**src/rtl/pc_ctrl_if.sv**
```systemverilog
// pc_ctrl_if: bundle between the fetch pipeline and the PC controller.
//   master  : pipeline side; drives pc, stall and the redirect requests
//             and receives npc/pc_wr/srr0_wr/srr0_val/state.
//   slave   : pc_ctrl side (mirror image of master).
// Parameter PC_WIDTH sets the width of every address signal.
interface pc_ctrl_if #(
  parameter int unsigned PC_WIDTH = 32
);
  logic [PC_WIDTH-1:0] pc;
  logic                stall;
  logic                br_req;
  logic [PC_WIDTH-1:0] br_target;
  logic                exc_req;
  logic [PC_WIDTH-1:0] exc_vec;
  logic                irq;
  logic                msr_ee;
  logic                rfi_req;
  logic [PC_WIDTH-1:0] srr0;
  logic [PC_WIDTH-1:0] npc;
  logic                pc_wr;
  logic                srr0_wr;
  logic [PC_WIDTH-1:0] srr0_val;
  logic [1:0]          state;

  modport master (
    output pc, stall, br_req, br_target, exc_req, exc_vec,
           irq, msr_ee, rfi_req, srr0,
    input  npc, pc_wr, srr0_wr, srr0_val, state
  );

  modport slave (
    input  pc, stall, br_req, br_target, exc_req, exc_vec,
           irq, msr_ee, rfi_req, srr0,
    output npc, pc_wr, srr0_wr, srr0_val, state
  );
endinterface

```
**src/rtl/pc_ctrl.sv**
```systemverilog
// pc_ctrl: next-PC selection and redirect sequencing for the fetch stage.
//   Picks the next PC from exception, external interrupt, return from
//   interrupt, taken branch or sequential (pc+4), writes it the same cycle,
//   inserts one bubble cycle after any redirect and holds a one-entry
//   pending redirect while the pipeline is stalled.
// Ports:
//   clk  - rising-edge clock
//   rst  - asynchronous, active-high reset
//   bus  - pc_ctrl_if.slave (pc/stall/requests in, npc/pc_wr/srr0_* out,
//          state out: INIT=0, RUN=1, HOLD=2, REDIR=3)
// Build option:
//   PC_CTRL_IRQ_EN - when defined, irq/msr_ee form an external-interrupt
//   source vectoring to EXT_VEC; when undefined those inputs are ignored.
module pc_ctrl #(
  parameter int unsigned         PC_WIDTH  = 32,
  parameter logic [PC_WIDTH-1:0] RESET_VEC = 32'h0000_0000,
  parameter logic [PC_WIDTH-1:0] EXT_VEC   = 32'h0000_0500
) (
  input  logic       clk,
  input  logic       rst,
  pc_ctrl_if.slave   bus
);

  typedef enum logic [1:0] {
    ST_INIT  = 2'd0,
    ST_RUN   = 2'd1,
    ST_HOLD  = 2'd2,
    ST_REDIR = 2'd3
  } state_t;

  // Numeric order doubles as priority order (larger wins).
  typedef enum logic [2:0] {
    RQ_NONE = 3'd0,
    RQ_BR   = 3'd1,
    RQ_RFI  = 3'd2,
    RQ_IRQ  = 3'd3,
    RQ_EXC  = 3'd4
  } req_t;

  state_t              state_q, state_d;
  req_t                pend_type_q, pend_type_d;
  logic [PC_WIDTH-1:0] pend_tgt_q, pend_tgt_d;

  logic [PC_WIDTH-1:0] pc_seq;
  logic                irq_take;
  req_t                live_type, sel_type;
  logic [PC_WIDTH-1:0] live_tgt, sel_tgt;

  logic [PC_WIDTH-1:0] npc;
  logic                pc_wr;
  logic                srr0_wr;
  logic [PC_WIDTH-1:0] srr0_val;

  assign pc_seq = bus.pc + PC_WIDTH'(4);

`ifdef PC_CTRL_IRQ_EN
  // An rfi in flight (live or pending) masks the interrupt so the return
  // completes first; the bubble after it ignores all requests anyway.
  assign irq_take = bus.irq & bus.msr_ee & ~bus.rfi_req &
                    (pend_type_q != RQ_RFI);
`else
  logic unused_irq;
  assign unused_irq = bus.irq ^ bus.msr_ee;
  assign irq_take   = 1'b0;
`endif

  // Live request by priority, then merged with the pending entry. On a tie
  // the older pending entry is kept.
  always_comb begin
    live_type = RQ_NONE;
    live_tgt  = pc_seq;
    if (bus.exc_req) begin
      live_type = RQ_EXC;
      live_tgt  = bus.exc_vec;
    end else if (irq_take) begin
      live_type = RQ_IRQ;
      live_tgt  = EXT_VEC;
    end else if (bus.rfi_req) begin
      live_type = RQ_RFI;
      live_tgt  = bus.srr0;
    end else if (bus.br_req) begin
      live_type = RQ_BR;
      live_tgt  = bus.br_target;
    end

    sel_type = live_type;
    sel_tgt  = live_tgt;
    if ((pend_type_q != RQ_NONE) && (pend_type_q >= live_type)) begin
      sel_type = pend_type_q;
      sel_tgt  = pend_tgt_q;
    end
  end

  always_comb begin
    state_d     = state_q;
    pend_type_d = pend_type_q;
    pend_tgt_d  = pend_tgt_q;
    npc         = pc_seq;
    pc_wr       = 1'b0;
    srr0_wr     = 1'b0;
    srr0_val    = '0;
    case (state_q)
      ST_INIT: begin
        npc         = RESET_VEC;
        pc_wr       = 1'b1;
        pend_type_d = RQ_NONE;
        state_d     = ST_RUN;
      end
      ST_RUN, ST_HOLD: begin
        if (bus.stall) begin
          // sel_* already keeps the pending entry unless the live one outranks it.
          state_d     = ST_HOLD;
          pend_type_d = sel_type;
          pend_tgt_d  = sel_tgt;
        end else begin
          pc_wr       = 1'b1;
          npc         = sel_tgt;
          pend_type_d = RQ_NONE;
          state_d     = (sel_type == RQ_NONE) ? ST_RUN : ST_REDIR;
          if (sel_type == RQ_EXC) begin
            srr0_wr  = 1'b1;
            srr0_val = bus.pc;
          end else if (sel_type == RQ_IRQ) begin
            srr0_wr  = 1'b1;
            srr0_val = pc_seq;
          end
        end
      end
      default: begin
        // Bubble after a redirect: requests are not looked at here.
        state_d = bus.stall ? ST_HOLD : ST_RUN;
      end
    endcase
    if (rst) begin
      npc      = RESET_VEC;
      pc_wr    = 1'b0;
      srr0_wr  = 1'b0;
      srr0_val = '0;
    end
  end

  always_ff @(posedge clk or posedge rst) begin
    if (rst) begin
      state_q     <= ST_INIT;
      pend_type_q <= RQ_NONE;
    end else begin
      state_q     <= state_d;
      pend_type_q <= pend_type_d;
    end
  end

  // Target is only meaningful while pend_type_q is not RQ_NONE.
  always_ff @(posedge clk) begin
    pend_tgt_q <= pend_tgt_d;
  end

  assign bus.npc      = npc;
  assign bus.pc_wr    = pc_wr;
  assign bus.srr0_wr  = srr0_wr;
  assign bus.srr0_val = srr0_val;
  assign bus.state    = state_q;

endmodule

```
**src/flat_wrapper.sv**
```systemverilog
// flat-port wrapper written by rule: the top's interface ports become plain ports
module pc_ctrl_flat 
#(
  parameter int unsigned         PC_WIDTH  = 32,
  parameter logic [PC_WIDTH-1:0] RESET_VEC = 32'h0000_0000,
  parameter logic [PC_WIDTH-1:0] EXT_VEC   = 32'h0000_0500
)
  (clk, rst, bus_pc, bus_stall, bus_br_req, bus_br_target, bus_exc_req, bus_exc_vec, bus_irq, bus_msr_ee, bus_rfi_req, bus_srr0, bus_npc, bus_pc_wr, bus_srr0_wr, bus_srr0_val, bus_state);
  pc_ctrl_if #(.PC_WIDTH(PC_WIDTH)) bus_i ();
  input  logic clk;
  input  logic rst;
  input wire logic [$bits(bus_i.pc)-1:0] bus_pc;
  input wire logic [$bits(bus_i.stall)-1:0] bus_stall;
  input wire logic [$bits(bus_i.br_req)-1:0] bus_br_req;
  input wire logic [$bits(bus_i.br_target)-1:0] bus_br_target;
  input wire logic [$bits(bus_i.exc_req)-1:0] bus_exc_req;
  input wire logic [$bits(bus_i.exc_vec)-1:0] bus_exc_vec;
  input wire logic [$bits(bus_i.irq)-1:0] bus_irq;
  input wire logic [$bits(bus_i.msr_ee)-1:0] bus_msr_ee;
  input wire logic [$bits(bus_i.rfi_req)-1:0] bus_rfi_req;
  input wire logic [$bits(bus_i.srr0)-1:0] bus_srr0;
  output wire logic [$bits(bus_i.npc)-1:0] bus_npc;
  output wire logic [$bits(bus_i.pc_wr)-1:0] bus_pc_wr;
  output wire logic [$bits(bus_i.srr0_wr)-1:0] bus_srr0_wr;
  output wire logic [$bits(bus_i.srr0_val)-1:0] bus_srr0_val;
  output wire logic [$bits(bus_i.state)-1:0] bus_state;
  assign bus_i.pc = bus_pc;
  assign bus_i.stall = bus_stall;
  assign bus_i.br_req = bus_br_req;
  assign bus_i.br_target = bus_br_target;
  assign bus_i.exc_req = bus_exc_req;
  assign bus_i.exc_vec = bus_exc_vec;
  assign bus_i.irq = bus_irq;
  assign bus_i.msr_ee = bus_msr_ee;
  assign bus_i.rfi_req = bus_rfi_req;
  assign bus_i.srr0 = bus_srr0;
  assign bus_npc = bus_i.npc;
  assign bus_pc_wr = bus_i.pc_wr;
  assign bus_srr0_wr = bus_i.srr0_wr;
  assign bus_srr0_val = bus_i.srr0_val;
  assign bus_state = bus_i.state;
  pc_ctrl #(.PC_WIDTH(PC_WIDTH), .RESET_VEC(RESET_VEC), .EXT_VEC(EXT_VEC)) u_core (.clk(clk), .rst(rst), .bus(bus_i));
endmodule
```
**config.mk**
```make
export PLATFORM = sky130hd
export DESIGN_NAME = pc_ctrl_flat
export DESIGN_NICKNAME = d
export VERILOG_FILES = /design/src/rtl/pc_ctrl_if.sv /design/src/rtl/pc_ctrl.sv /design/src/flat_wrapper.sv
export SDC_FILE = /design/constraint.sdc
export NUM_CORES = 1
export LEC_CHECK = 0
export ABC_AREA = 1
export ABC_CLOCK_PERIOD_IN_PS = 3900
export CORE_MARGIN = 10
export CORE_UTILIZATION = 44
export CTS_CLUSTER_DIAMETER = 200
export DETAILED_ROUTE_END_ITERATION = 10
export PLACE_DENSITY = 0.81
export SYNTH_ARGS = -nofsm -noshare
export SYNTH_HDL_FRONTEND = slang
export SYNTH_SLANG_ARGS = --single-unit
```
**constraint.sdc**
```tcl
create_clock -name clk -period 3.9 [get_ports clk]
set_clock_uncertainty 0.2 [all_clocks]
set_input_delay 0.78 -clock clk [delete_from_list [all_inputs] [get_ports clk]]
set_output_delay 0.78 -clock clk [all_outputs]
set_load 0.05 [all_outputs]
```
==> out/qor.yml <==
detailed_routing:
  avgViaCountPerCell: 5.59
  routed_wl_mm: 23.8
  routedWlPerCell_um: 18.9
  vias: 7007
  ant_nets: 0
  drt_iter0_drc: 739
  post-route-drc-count: 0
  drt_first_pass_iters: 5
layout:
  multiInputGateArea_um2: 3930
  nets: 1254
  regArea_um2: 1090
  fill_cells: 637
  drive_above_1_share: 0.293
  area_growth_pct: 90.9
floorplan:
  fp.coreArea_um2: 10700
  die_w_um: 125
  initial_core_util: 0.447
  rows: 38
  io-pin-count: 204
  dieArea_um2: 15500
  die_height_um: 125
logic_synthesis:
  synth_edf_count: 32
  synth_ff_type: "edfxtp_1"
  synth_top_family_by_area: "simple AND/OR/NAND/NOR gates"
  yosysTopAreaCellShare: 0.200
  synthDistinctLibCells: 37
  synthArstFlopShare: 0.135
  synth_compound_area_frac: 0.225
  syn_inst: 845
  synth_fa_ha_area_frac: 0.0156
  synth_nets: 987
  synth-simple-area-share: 0.393
  synth.yosys.seq_area_share: 0.226
  yosysWarnings: 0
  synth-xor-area-share: 0.00546
  syn_area_um2: 4810
  ys_ff_latch: 37
  yosys.area.top_type: "edfxtp_1"
  synth.avg_cell_area_um2: 5.69
  synth.mux.area_fraction: 0.00208
  synth.top_cells.by_area: "edfxtp_1 20%, nand2_1 19%, nand3_1 9.3%"
placed_design:
  dp_hpwl_mm: 18.0
  gp_congestion: 0.925
  port_buffers: 201
global_route:
  grt_pass1_vias: 6744
  antenna_found_initial: 1
  overflow: 0
  grt_pass1_wl_mm: 36.4
  grt_max_degree: 34
  track_usage: 0.284
cts:
  clk_latency_ps: 300
  root_buffer: "clkbuf_8"
  clock_sinks: 37
  cts_buffer_depth: 2
  cts_htree_levels: 2
  path_clk_slew_ps: 80
  numCtsBuffers: 5
  cts_tree: "yes"
worst_setup_path:
  critPathLaunch: "bus_rfi_req"
  crit_path_end_kind: "output pin"
  worstSetupPathType: "in2out"
  cp_num_buf_inv: 5
  crit_top_cell: "nand2_4"
  required_ps: 2920
  critical_path.top_delay_family: "simple AND/OR/NAND/NOR gates"
  path_cells: "buf_2, inv_2, nand2_4, nor2_4, ha_4, nand3_2, nand3_2, buf_4, nand3_1, nand2_4, nor2_2, nand2_1, nand2_4, nand2_8, buf_12, nor2_4, buf_12"
  worstPathArrival_ps: 2910
  rr_startpoint: "u_core.pend_type_q[0]"
  crit_cells: 17
  critPathMaxStageDelay_ps: 210
  crit_fanout: 6
  critPathSlowestCell: "ha_4"
  startpoint_type: "input port"
  reg2regPathDepth: 11
pwr:
  ir_drop_v: 0.000335
  p_per_area_nw_per_um2: 534
  p_leak_nw: 3.90
  p_total_mw: 4.90
sta:
  worst_slew_pin_slew_ps: 531
  fmax_mhz: 257
  slew_violations: 0
  rsz0062_at_grt: "true"
  setup_tns_ps: 0
  maxSlewHeadroom: 0.645
  finalHoldViolations: 0
  setup_viol: 0
  period_share: 0.996
  min_period_ps: 3890
run:
  max-cap-violations: 0
worst_hold_path:
  hp-class: "in2async"
run_status:
  status: "finished clean"
-- flip-flops by register name, indices dropped and copies added, names as in the netlist --
| name | cells |
|---|---|
| u_core.bus.state | 2 |
| u_core.pend_tgt_q | 32 |
| u_core.pend_type_q | 3 |
-- repair_timing --
| action | CTS | global route |
|---|---|---|
| setup endpoints to repair | 65 | 57 |
| gates cloned | 2 | 0 |
| buffers inserted | 6 | 3 |
| hold buffers | 0 | 0 |
| endpoints found under the hold margin | 0 | 0 |
| pin swaps | 16 | 7 |
| resized for setup | 59 | 66 |
-- layout by cell type, fill, tap and decap left out, drive strengths merged, types with 3 or more instances in the layout --
cell	instances
nand2	245
buf	167
clkdlybuf4s50	125
inv	113
nand3	91
nor2	91
o21ai	74
a21oi	74
edfxtp	32
o22ai	28
nand4	7
a31oi	7
o21bai	7
dlymetal6s2s	6
clkbuf	6
ha	6
nand3b	5
dfrtp	5
clkinv	5
or2	4
o211ai	3
-- final timing paths --
kind | end | slack [ps]
max | bus_srr0_val[25] | 10
min | u_core.pend_type_q[0] | 270
max reg2reg | u_core.pend_tgt_q[26] | 1490
min reg2reg | u_core.pend_tgt_q[2] | 410
max in group asynchronous | u_core.bus.state[1] | 2980
min in group clk | u_core.pend_tgt_q[2] | 410
-- layout make-up --
| class | instances | share of cell area |
|---|---|---|
| antenna | 1 | 0.000273 |
| clock buffer | 6 | 0.00790 |
| clock inverter | 2 | 0.00109 |
| inverter | 117 | 0.0488 |
| multi-input combinational | 652 | 0.428 |
| sequential | 37 | 0.118 |
| tap | 140 | 0.0191 |
| timing repair buffer | 299 | 0.377 |
-- synthesized netlist by cell type, types with 2 or more instances --
cell type  number
a21oi_1        74
a31oi_1         7
and2_1          2
buf_1           2
buf_2          14
buf_6           4
clkbuf_1       18
clkinv_1        2
dfrtp_1         5
edfxtp_1       32
ha_1            6
inv_1         113
inv_2           2
nand2_1       239
nand2_2         5
nand3_1        89
nand3b_1        5
nand4_1         7
nor2_1         86
nor2_2          5
o211ai_1        3
o21ai_0        68
o21ai_1         4
o21ai_4         2
o21bai_1        7
o221ai_1        2
o22ai_1        28
or2_2           4
xor2_1          2
-- per-layer routing --
metal | vias to the layer above | global-route usage | share of wire
met4 | 0 | 0.114 | 0.040
met3 | 67 | 0.0468 | 0.089
li1 | 3328 | - | -
met5 | - | 0 | 0
met2 | 417 | 0.476 | 0.48
met1 | 3195 | 0.352 | 0.39
-- report_power, final --
| part | switching [mW] | total [mW] | internal [mW] |
|---|---|---|---|
| registers | 0.0479 | 0.692 | 0.645 |
| clock network | 0.151 | 0.275 | 0.124 |
| logic | 2.37 | 3.93 | 1.57 |
-- metrics by stage --
step / hold WS [ps] / worst slack, ps / instance area [um^2] / utilization / std cells
3_3_place_gp: 355 / -410 / 8610 / 0.801 / 1234
6_report: 272 / 13.7 / 9180 / 0.854 / 1254
5_1_grt: 285 / -113 / 9180 / 0.854 / 1254
4_1_cts: 270 / 15.7 / 8950 / 0.833 / 1250
2_1_floorplan: 334 / -18.4 / 5380 / - / 845
3_5_place_dp: 364 / -521 / 8610 / 0.801 / 1234
-- logic make-up after synthesis --
family / after synthesis
AO/OA/AOI/OAI: 196
XOR/XNOR: 3
adder cells (fa/ha/maj): 6
buffers and inverters: 156
flip-flops: 37
multiplexers: 1
AND/OR/NAND/NOR: 446
Power figures use the tool's default switching activity.
